## config.mk

```make
export PLATFORM = sky130hd
export DESIGN_NAME = seq_int_divider_flat
export DESIGN_NICKNAME = d
export VERILOG_FILES = /design/src/rtl/seq_int_divider_if.sv /design/src/rtl/seq_int_divider.sv /design/src/flat_wrapper.sv
export SDC_FILE = /design/constraint.sdc
export NUM_CORES = 1
export LEC_CHECK = 0
export ABC_AREA = 1
export BUFFER_PORTS_ARGS = -buffer_cell sky130_fd_sc_hd__buf_2
export CAP_MARGIN = 10
export CORE_MARGIN = 1
export CORE_UTILIZATION = 55
export DETAILED_ROUTE_END_ITERATION = 8
export GPL_TIMING_DRIVEN = 1
export PLACE_DENSITY_LB_ADDON = 0.08
export SLEW_MARGIN = 20
export SYNTH_ARGS = -nofsm -noshare
export SYNTH_HDL_FRONTEND = slang
export SYNTH_SLANG_ARGS = --single-unit
```

## constraint.sdc

```tcl
create_clock -name clk -period 4.8 [get_ports clk]
set_input_delay 0.24 -clock clk [delete_from_list [all_inputs] [get_ports clk]]
set_output_delay 0.24 -clock clk [all_outputs]
set_load 0.03 [all_outputs]
```

## src/rtl/seq_int_divider_if.sv

```systemverilog
// Initiator/responder handshake for the multicycle integer divider:
// operand strobes from the ALU, results and ready back from the divider.
interface seq_int_divider_if #(
  parameter int WIDTH = 32
);
  logic [WIDTH-1:0] a;
  logic [WIDTH-1:0] b;
  logic             signed_ope;
  logic             write_a;
  logic             start;
  logic             flush;
  logic [WIDTH-1:0] quotient;
  logic [WIDTH-1:0] remainder;
  logic             dbz;
  logic             ready;

  modport master (
    output a, b, signed_ope, write_a, start, flush,
    input  quotient, remainder, dbz, ready
  );

  modport slave (
    input  a, b, signed_ope, write_a, start, flush,
    output quotient, remainder, dbz, ready
  );
endinterface

```

## src/rtl/seq_int_divider.sv

```systemverilog
// Radix-2 restoring divider, signed/unsigned, fixed latency WIDTH+2 cycles.
// Operands are reduced to magnitudes in PREP and the signs re-applied in FIX.
module seq_int_divider #(
  parameter int WIDTH = 32
) (
  input  logic           clk,
  input  logic           reset,
  seq_int_divider_if.slave bus
);
  localparam int CW = (WIDTH > 1) ? $clog2(WIDTH) : 1;

  typedef enum logic [1:0] {IDLE, PREP, ITER, FIX} state_t;

  state_t           state_q, state_d;
  logic             ready_q, ready_d;
  logic [WIDTH-1:0] dividend_q, divisor_q;
  logic             signed_q;
  logic [WIDTH-1:0] b_mag_q;
  logic [WIDTH-1:0] prem_q;
  logic [WIDTH-1:0] qsh_q;
  logic             q_sign_q, r_sign_q, dbz_flag_q;
  logic [CW-1:0]    count_q;
  logic [WIDTH-1:0] quot_q, rem_q;
  logic             dbz_q;

  logic             a_neg, b_neg;
  logic [WIDTH-1:0] a_mag, b_mag;
  logic [WIDTH:0]   shifted, diff;
  logic [WIDTH-1:0] q_fix, r_fix;

  assign a_neg = signed_q & dividend_q[WIDTH-1];
  assign b_neg = signed_q & divisor_q[WIDTH-1];
  assign a_mag = a_neg ? -dividend_q : dividend_q;
  assign b_mag = b_neg ? -divisor_q  : divisor_q;

  // qsh_q starts as the dividend magnitude and fills with quotient bits from
  // the right, so its MSB is always the next dividend bit to bring down.
  assign shifted = {prem_q, qsh_q[WIDTH-1]};
  assign diff    = shifted - {1'b0, b_mag_q};

  assign q_fix = q_sign_q ? -qsh_q : qsh_q;
  assign r_fix = (r_sign_q && prem_q != '0) ? -prem_q : prem_q;

  always_ff @(posedge clk) begin
    // NOTE: non-blocking assignments in clocked blocks so every register
    // samples pre-edge values regardless of statement order.
    if (reset) begin
      state_q <= IDLE;
      ready_q <= 1'b1;
    end else begin
      state_q <= state_d;
      ready_q <= ready_d;
    end
  end

  always_comb begin
    // NOTE: defaults first so no path through the case leaves state_d
    // unassigned and a latch is inferred.
    state_d = state_q;
    unique case (state_q)
      IDLE: if (bus.start) state_d = PREP;
      PREP: state_d = (divisor_q == '0) ? FIX : ITER;
      ITER: if (count_q == '0) state_d = FIX;
      FIX:  state_d = IDLE;
      default: state_d = IDLE;
    endcase
    if (bus.flush) state_d = IDLE;
    // Registered from the next state so ready can only rise on leaving FIX
    // or on flush, never part-way through an operation.
    ready_d = (state_d == IDLE);
  end

  always_ff @(posedge clk) begin
    // NOTE: the whole datapath is reset, not just the architectural state,
    // so a mid-operation reset leaves nothing stale behind.
    if (reset) begin
      dividend_q <= '0;
      divisor_q  <= '0;
      signed_q   <= 1'b0;
      b_mag_q    <= '0;
      prem_q     <= '0;
      qsh_q      <= '0;
      q_sign_q   <= 1'b0;
      r_sign_q   <= 1'b0;
      dbz_flag_q <= 1'b0;
      count_q    <= '0;
      quot_q     <= '0;
      rem_q      <= '0;
      dbz_q      <= 1'b0;
    end else begin
      unique case (state_q)
        IDLE: begin
          if (bus.write_a) dividend_q <= bus.a;
          if (bus.start && !bus.flush) begin
            divisor_q <= bus.b;
            signed_q  <= bus.signed_ope;
          end
        end
        PREP: begin
          qsh_q      <= a_mag;
          b_mag_q    <= b_mag;
          q_sign_q   <= a_neg ^ b_neg;
          r_sign_q   <= a_neg;
          prem_q     <= '0;
          count_q    <= CW'(WIDTH - 1);
          dbz_flag_q <= (divisor_q == '0);
        end
        ITER: begin
          prem_q  <= diff[WIDTH] ? shifted[WIDTH-1:0] : diff[WIDTH-1:0];
          qsh_q   <= {qsh_q[WIDTH-2:0], ~diff[WIDTH]};
          count_q <= count_q - CW'(1);
        end
        FIX: begin
          if (!bus.flush) begin
            if (dbz_flag_q) begin
              quot_q <= '1;
              rem_q  <= dividend_q;
              dbz_q  <= 1'b1;
            end else begin
              quot_q <= q_fix;
              rem_q  <= r_fix;
              dbz_q  <= 1'b0;
            end
          end
        end
        default: ;
      endcase
    end
  end

  assign bus.quotient  = quot_q;
  assign bus.remainder = rem_q;
  assign bus.dbz       = dbz_q;
  assign bus.ready     = ready_q;
endmodule

```

## src/flat_wrapper.sv

```systemverilog
// flat-port wrapper written by rule: the top's interface ports become plain ports
module seq_int_divider_flat 
#(
  parameter int WIDTH = 32
)
  (clk, reset, bus_a, bus_b, bus_signed_ope, bus_write_a, bus_start, bus_flush, bus_quotient, bus_remainder, bus_dbz, bus_ready);
  seq_int_divider_if #(.WIDTH(WIDTH)) bus_i ();
  input  logic clk;
  input  logic reset;
  input wire logic [$bits(bus_i.a)-1:0] bus_a;
  input wire logic [$bits(bus_i.b)-1:0] bus_b;
  input wire logic [$bits(bus_i.signed_ope)-1:0] bus_signed_ope;
  input wire logic [$bits(bus_i.write_a)-1:0] bus_write_a;
  input wire logic [$bits(bus_i.start)-1:0] bus_start;
  input wire logic [$bits(bus_i.flush)-1:0] bus_flush;
  output wire logic [$bits(bus_i.quotient)-1:0] bus_quotient;
  output wire logic [$bits(bus_i.remainder)-1:0] bus_remainder;
  output wire logic [$bits(bus_i.dbz)-1:0] bus_dbz;
  output wire logic [$bits(bus_i.ready)-1:0] bus_ready;
  assign bus_i.a = bus_a;
  assign bus_i.b = bus_b;
  assign bus_i.signed_ope = bus_signed_ope;
  assign bus_i.write_a = bus_write_a;
  assign bus_i.start = bus_start;
  assign bus_i.flush = bus_flush;
  assign bus_quotient = bus_i.quotient;
  assign bus_remainder = bus_i.remainder;
  assign bus_dbz = bus_i.dbz;
  assign bus_ready = bus_i.ready;
  seq_int_divider #(.WIDTH(WIDTH)) u_core (.clk(clk), .reset(reset), .bus(bus_i));
endmodule
```

==> flow_metrics.py, run 1 <==
metrics = {
    "run_status": {
        "status": "complete, no violations",
    },
    "clock_tree": {
        "cts_buffer_depth": 3,
        "clock_latency_ps": 560,
        "numClockSinks": 237,
        "cts_buffers": 27,
        "cts_root_buf": "clkbuf_16",
        "htreeDepth": 1,
        "clkTransAtPathRegs_ps": 60,
        "cts_tree": "done",
    },
    "floorplan": {
        "rows": 60,
        "die_h_um": 169.3,
        "ioPinCount": 136,
        "core_area_um2": 27180,
        "dieWidth_um": 169.3,
        "die_area_um2": 28670,
        "initial_core_util_pct": 56.67,
    },
    "grt": {
        "grt_max_degree": 85,
        "track_usage_pct": 36.84,
        "antenna_found_initial": 2,
        "grt_pass1_wl_um": 83090,
        "grt_overflow": 0,
        "grt_pass1_vias": 14960,
    },
    "yosys": {
        "yosysMostFrequentCell": "nand2_1",
        "synth_top_area_cell": "dfxtp_1",
        "yosys_warnings": 0,
        "synth.area.top_cells": "dfxtp_1 (31%), nand2_1 (15%), inv_1 (9.2%)",
        "synth_seq_area_share_pct": 30.81,
        "synth_fp_nets": 2640,
        "synth.top_cell.area_share_pct": 30.81,
        "syn_avg_cell_area_um2": 6.092,
        "synthFlopType": "dfxtp_1",
        "ys_seq_elements": 237,
        "synth-async-reset-ratio_pct": 0,
        "synth_common_cells": "nand2_1 (631), inv_1 (379), nor2_1 (252)",
        "synth_cell_type_count": 47,
        "synth-edff-count": 0,
        "netlist_instances": 2528,
        "syn_area_um2": 15400,
    },
    "drt": {
        "vias": 17140,
        "first_pass_iters": 6,
        "drt-total-wl_um": 53490,
        "dr.first_iter.drc_count": 1933,
        "via_per_inst": 5.618,
        "drc": 0,
        "wl_per_cell_um": 17.53,
        "ant_nets": 0,
    },
    "finish": {
        "syn2layout_area_growth_pct": 14.71,
        "finalNetCount": 2772,
        "final.fill_count": 2625,
        "design_area_um2": 17670,
        "drive_gt1_share_pct": 9.074,
    },
    "setup_path": {
        "path_max_fanout": 22,
        "worstPathArrival_ps": 3410,
        "path_class": "reg -> reg",
        "worstSetupStartpointType": "register",
        "crit_slowest_cell": "nand2_2",
        "crit_family": "simple AND/OR/NAND/NOR gates",
        "crit_chain": "inv_1 -> ha_1 -> fa_1 -> inv_1 -> nand2_1 -> nand2_1 -> nand3_1 -> nand2_2 -> nand2_2 -> nand2_2 -> nand2_4 -> nand2_4 -> nand2_2 -> nand2_2 -> nand2_1 -> nand3_1 -> a21oi_1",
        "cp_num_buf_inv": 2,
        "setup.worst_path.end_class": "register",
        "crit_required_ps": 5190,
        "crit_path_frequent_cell": "nand2_2",
        "cp_slowest_stage_delay_ps": 450,
    },
    "timing": {
        "period_share_pct": 62.96,
        "rsz0062_at_grt": "false",
        "worstMarginPinSlew_ps": 986.6,
        "max_freq_ghz": 0.3309,
        "finalSetupTns_ps": 0,
        "slew_headroom_pct": 33.99,
        "fin_skew_ps": 18.27,
        "finalSetupViolCount": 0,
        "min_period_ps": 3022,
        "maxSlewViolCount": 0,
        "hold_viol": 0,
    },
    "pwr": {
        "pwr_density_cell_nw_per_um2": 303.7,
        "p_leak_nw": 8.494,
        "vdd_drop_max_uv": 264.8,
    },
    "placement": {
        "port_buffers": 135,
        "dpl_cell_area_um2": 16200,
        "place_congestion": 1.051,
        "dp_hpwl_um": 40280,
    },
    "worst_hold_path": {
        "hp-class": "in -> reg",
    },
    "flow_run": {
        "drv_cap": 0,
    },
}
worst paths after layout:
check / startpoint / slack [ps] / to / cells after the start
worst min register to register: u_core.count_q[0]$_SDFFE_PP0P_ / 460 / u_core.count_q[0]$_SDFFE_PP0P_ / 1
worst min-delay path: bus_a[18] / 10 / u_core.dividend_q[18]$_SDFFE_PP0P_ / 3
worst max-delay path: u_core.qsh_q[31]$_SDFFE_PP0P_ / 1780 / u_core.prem_q[2]$_SDFFE_PP0P_ / 17
worst max register to register: u_core.qsh_q[31]$_SDFFE_PP0P_ / 1780 / u_core.prem_q[2]$_SDFFE_PP0P_ / 17
cells by family (layout without fill, tap and decap cells):
| logic type | Yosys count | after routing | synth area share (%) |
|---|---|---|---|
| compound gates | 492 | 492 | 17.30 |
| simple gates | 1227 | 1227 | 33.92 |
| xor+xnor | 36 | 36 | 2.047 |
| fa+ha+maj | 42 | 42 | 3.461 |
| buf+inv | 494 | 644 | 12.46 |
| flops | 237 | 237 | 30.81 |
| other cells | 0 | 1 | 0 |
placed cells by master (no fill, tap or decap), drive strengths merged, types with 4 or more instances in the layout:
master       Yosys  final
a31oi           41     41
o221ai          10     10
clkbuf          76     40
ha              41     41
and2             6      6
o31ai            4      4
xnor2           10     10
inv            386    386
nor2           265    265
o21bai           4      4
a21oi          187    187
nand3          227    227
xor2            26     26
o21ai          206    206
clkinv           4     10
buf             28    147
nand3b          15     15
o211ai          12     12
nor3            35     35
dlygate4sd3      0     60
or2              4      4
dfxtp          237    237
nand4           25     25
nand2          645    645
o22ai           24     24
where the power goes:
part,total (mW),internal [mW],switching [mW]
sequential,2.14,2.05,0.0819
combinational,1.20,0.372,0.826
clock,2.03,1.18,0.849
total,5.36,3.61,1.76
sequential cells by signal (all words and copies together), names as in the netlist:
name	cells
u_core.b_mag_q	32
u_core.bus.quotient	32
u_core.bus.remainder	32
u_core.dividend_q	32
u_core.divisor_q	32
u_core.prem_q	32
u_core.qsh_q	32
u_core.count_q	5
u_core.state_q	2
u_core.bus.dbz	1
u_core.bus.ready	1
u_core.dbz_flag_q	1
u_core.q_sign_q	1
u_core.r_sign_q	1
u_core.signed_q	1
metrics by stage:
| stage | hold WS [ps] | total power, mW | cells | setup WS [ps] | util (%) |
|---|---|---|---|---|---|
| 5_1_grt | 43.49 | 5.585 | 3050 | 1555 | 65.00 |
| 4_1_cts | 0.2973 | 5.327 | 3050 | 1843 | 65.00 |
| 2_1_floorplan | 332.0 | 2.968 | 2528 | 2600 | - |
| 6_report | 13.59 | 5.365 | 3051 | 1778 | 65.01 |
| 3_3_place_gp | 439.3 | 3.279 | 2943 | 2003 | 59.61 |
| 3_5_place_dp | 446.0 | 3.287 | 2943 | 1902 | 59.61 |
layout make-up:
| cell class | count | area (um^2) | area share, % |
|---|---|---|---|
| clock buffers | 40 | 784.5 | 4.441 |
| inverters | 390 | 1470 | 8.322 |
| repair buffers | 207 | 1369 | 7.748 |
| well taps | 372 | 465.4 | 2.635 |
| diodes | 1 | 2.502 | 0.01416 |
| multi-input cells | 1797 | 8752 | 49.54 |
| clock inverters | 7 | 78.83 | 0.4462 |
| flip-flops and latches | 237 | 4745 | 26.86 |
metal layers:
layer  vias to the layer above  share of wire [%]  routed length [um]  track usage [%]
met5                         -              0.050                  27                0
met4                         4                2.2                1182            8.030
met3                        88                 11                5887            6.157
met2                       916                 40               21330            52.59
met1                      7736                 47               25070            57.00
li1                       8397                  -                   -                -
worst reg2reg max path, delay by kind of cell, from the launching register on:
kind | cells | cell delay (ps)
adder cells (fa/ha/maj) | 2 | 670
flip-flops | 1 | 340
AND/OR/NAND/NOR | 12 | 1590
buffers and inverters | 2 | 200
AO/OA/AOI/OAI | 1 | 70
what timing repair did:
item | CTS | global route
hold endpoints to repair | 60 | 0
resized for setup | 0 | 0
hold buffers | 60 | 0
setup buffers | 0 | 0
(Power assumes the default switching activity.)
==> run 2, diff against run 1 <==
Clock period 4.8 ns to 2.99 ns, I/O delays scaled along.
==> flow_metrics.py, run 2 (synthesis results as in run 1) <==
metrics = {
    "setup_path": {
        "path_max_fanout": 22,
        "crit_path_frequent_cell": "nand2_2",
        "worstSetupStartpointType": "register",
        "crit_required_ps": 3470,
        "setup.worst_path.end_class": "register",
        "worstPathArrival_ps": 3130,
        "cp_num_buf_inv": 2,
        "crit_family": "simple AND/OR/NAND/NOR gates",
        "path_class": "reg -> reg",
        "crit_chain": "inv_1 -> ha_1 -> fa_1 -> inv_1 -> nand2_1 -> nand2_1 -> nand3_1 -> nand2_2 -> nand2_2 -> nand2_2 -> nand2_4 -> nand3_2 -> nand2_2 -> nand2_1 -> nand3_1 -> a21oi_1",
        "crit_slowest_cell": "fa_1",
        "cp_slowest_stage_delay_ps": 410,
    },
    "clock_tree": {
        "cts_buffers": 26,
        "post_cts_buffers": 0,
        "cts_tree": "done",
        "cts_root_buf": "clkbuf_16",
        "cts_buffer_depth": 3,
        "numClockSinks": 237,
        "clkTransAtPathRegs_ps": 60,
        "clock_latency_ps": 550,
        "htreeDepth": 1,
    },
    "pwr": {
        "vdd_drop_max_uv": 471.8,
        "p_int_mw": 6.219,
        "swShare_pct": 31.69,
        "pwr_density_cell_nw_per_um2": 505.2,
        "comb_power_share_pct": 21.7,
        "p_leak_nw": 8.667,
        "p_switching_mw": 2.885,
        "sequentialPowerShare_pct": 37.6,
        "clkPwrFrac_pct": 40.7,
    },
    "timing": {
        "worstMarginPinSlew_ps": 824.2,
        "fin_skew_ps": 18.27,
        "min_period_ps": 2655,
        "hold_viol": 0,
        "period_share_pct": 88.78,
        "maxSlewViolCount": 0,
        "finalSetupViolCount": 0,
        "rsz0062_at_grt": "false",
        "finalSetupTns_ps": 0,
        "max_freq_ghz": 0.3767,
        "slew_headroom_pct": 44.86,
    },
    "grt": {
        "grt_pass1_vias": 15480,
        "grt_max_degree": 88,
        "track_usage_pct": 37.66,
        "antenna_found_initial": 3,
        "grt_overflow": 0,
        "grt_pass1_wl_um": 84860,
    },
    "floorplan": {
        "die_h_um": 169.3,
        "die_area_um2": 28670,
        "core_area_um2": 27180,
        "dieWidth_um": 169.3,
        "rows": 60,
        "initial_core_util_pct": 56.67,
        "ioPinCount": 136,
    },
    "run_status": {
        "status": "complete, no violations",
    },
    "finish": {
        "syn2layout_area_growth_pct": 17.01,
        "drive_gt1_share_pct": 9.874,
        "mostFrequentLayoutCell": "nand2_1",
        "stdcell_count": 3076,
        "design_area_um2": 18020,
        "final_util_pct": 66.31,
        "finalNetCount": 2796,
        "final_cell_mix": "nand2_1 (630), inv_1 (378), nor2_1 (250)",
        "antennaDiodeCount": 0,
    },
    "placement": {
        "dp_cells": 2962,
        "dpl_cell_area_um2": 16370,
        "port_buffers": 135,
        "place_congestion": 0.9853,
        "dp_hpwl_um": 41090,
    },
    "drt": {
        "vias": 17290,
        "ant_nets": 0,
        "dr.first_iter.drc_count": 2059,
        "drt-total-wl_um": 54720,
        "via_per_inst": 5.619,
        "drc": 0,
        "wl_per_cell_um": 17.79,
        "first_pass_iters": 6,
    },
    "worst_hold_path": {
        "hp-class": "in -> reg",
    },
    "flow_run": {
        "drv_cap": 0,
    },
}
==> run 2: cell types whose count changed in the layout (fill, tap and decap cells not counted), moves of 3 or more <==
| cell | delta |
|---|---|
| buf_4 | +17 |
| bufinv_16 | +6 |
| clkbuf_1 | -4 |
| clkinv_2 | -3 |
| clkinvlp_4 | +3 |
| dlygate4sd3_1 | +6 |
==> run 2: worst paths after layout <==
kind                                                     start                             end  slack [ps]  cells past startpoint
worst max register to register   u_core.qsh_q[31]$_SDFFE_PP0P_  u_core.prem_q[31]$_SDFFE_PP0P_         340                     16
worst min register to register  u_core.count_q[0]$_SDFFE_PP0P_  u_core.count_q[0]$_SDFFE_PP0P_         470                      1
worst max-delay path             u_core.qsh_q[31]$_SDFFE_PP0P_  u_core.prem_q[31]$_SDFFE_PP0P_         340                     16
worst min-delay path                                     reset    u_core.qsh_q[8]$_SDFFE_PP0P_          50                      2
==> run 2: stage by stage <==
stage                     setup slack, ps  hold slack (ps)  power (mW)
after floorplan                     790.5            241.5       4.765
after global placement              464.7            397.0       5.301
after detailed placement            382.5            406.4       5.318
after CTS                           359.5            41.51       9.038
after global routing                75.00            66.19       9.459
final                               335.5            47.07       9.104
==> run 2: power groups by stage <==
| stage | sequential, mW | clock (mW) | combinational (mW) |
|---|---|---|---|
| finish | 3.42 | 3.71 | 1.98 |
| global route | 3.43 | 3.84 | 2.18 |
| CTS | 3.41 | 3.71 | 1.91 |
| floorplan | 3.45 | 0 | 1.32 |
| global placement | 3.48 | 0 | 1.82 |
| detailed placement | 3.48 | 0 | 1.83 |
==> run 2: cell type report <==
cell class | count | area (um^2)
fillers | 2536 | 9155
multi-input cells | 1797 | 8752
flip-flops and latches | 237 | 4745
repair buffers | 232 | 1597
inverters | 390 | 1469
clock buffers | 33 | 716.9
well taps | 372 | 465.4
clock inverters | 15 | 276.5
==> run 2: what timing repair did <==
action                     in CTS  in global routing
hold buffers                   66                  0
hold endpoints to repair       67                  0
gates resized for setup         0                  0
setup endpoints to repair       0                  0
==> run 2: per-layer routing <==
metal | global-route usage [%] | vias to the layer above | routed length (um)
li1 | - | 8447 | -
met1 | 55.77 | 7833 | 25270
met2 | 55.14 | 879 | 22100
met3 | 7.696 | 120 | 5843
met4 | 9.518 | 6 | 1470
met5 | 0 | - | 38
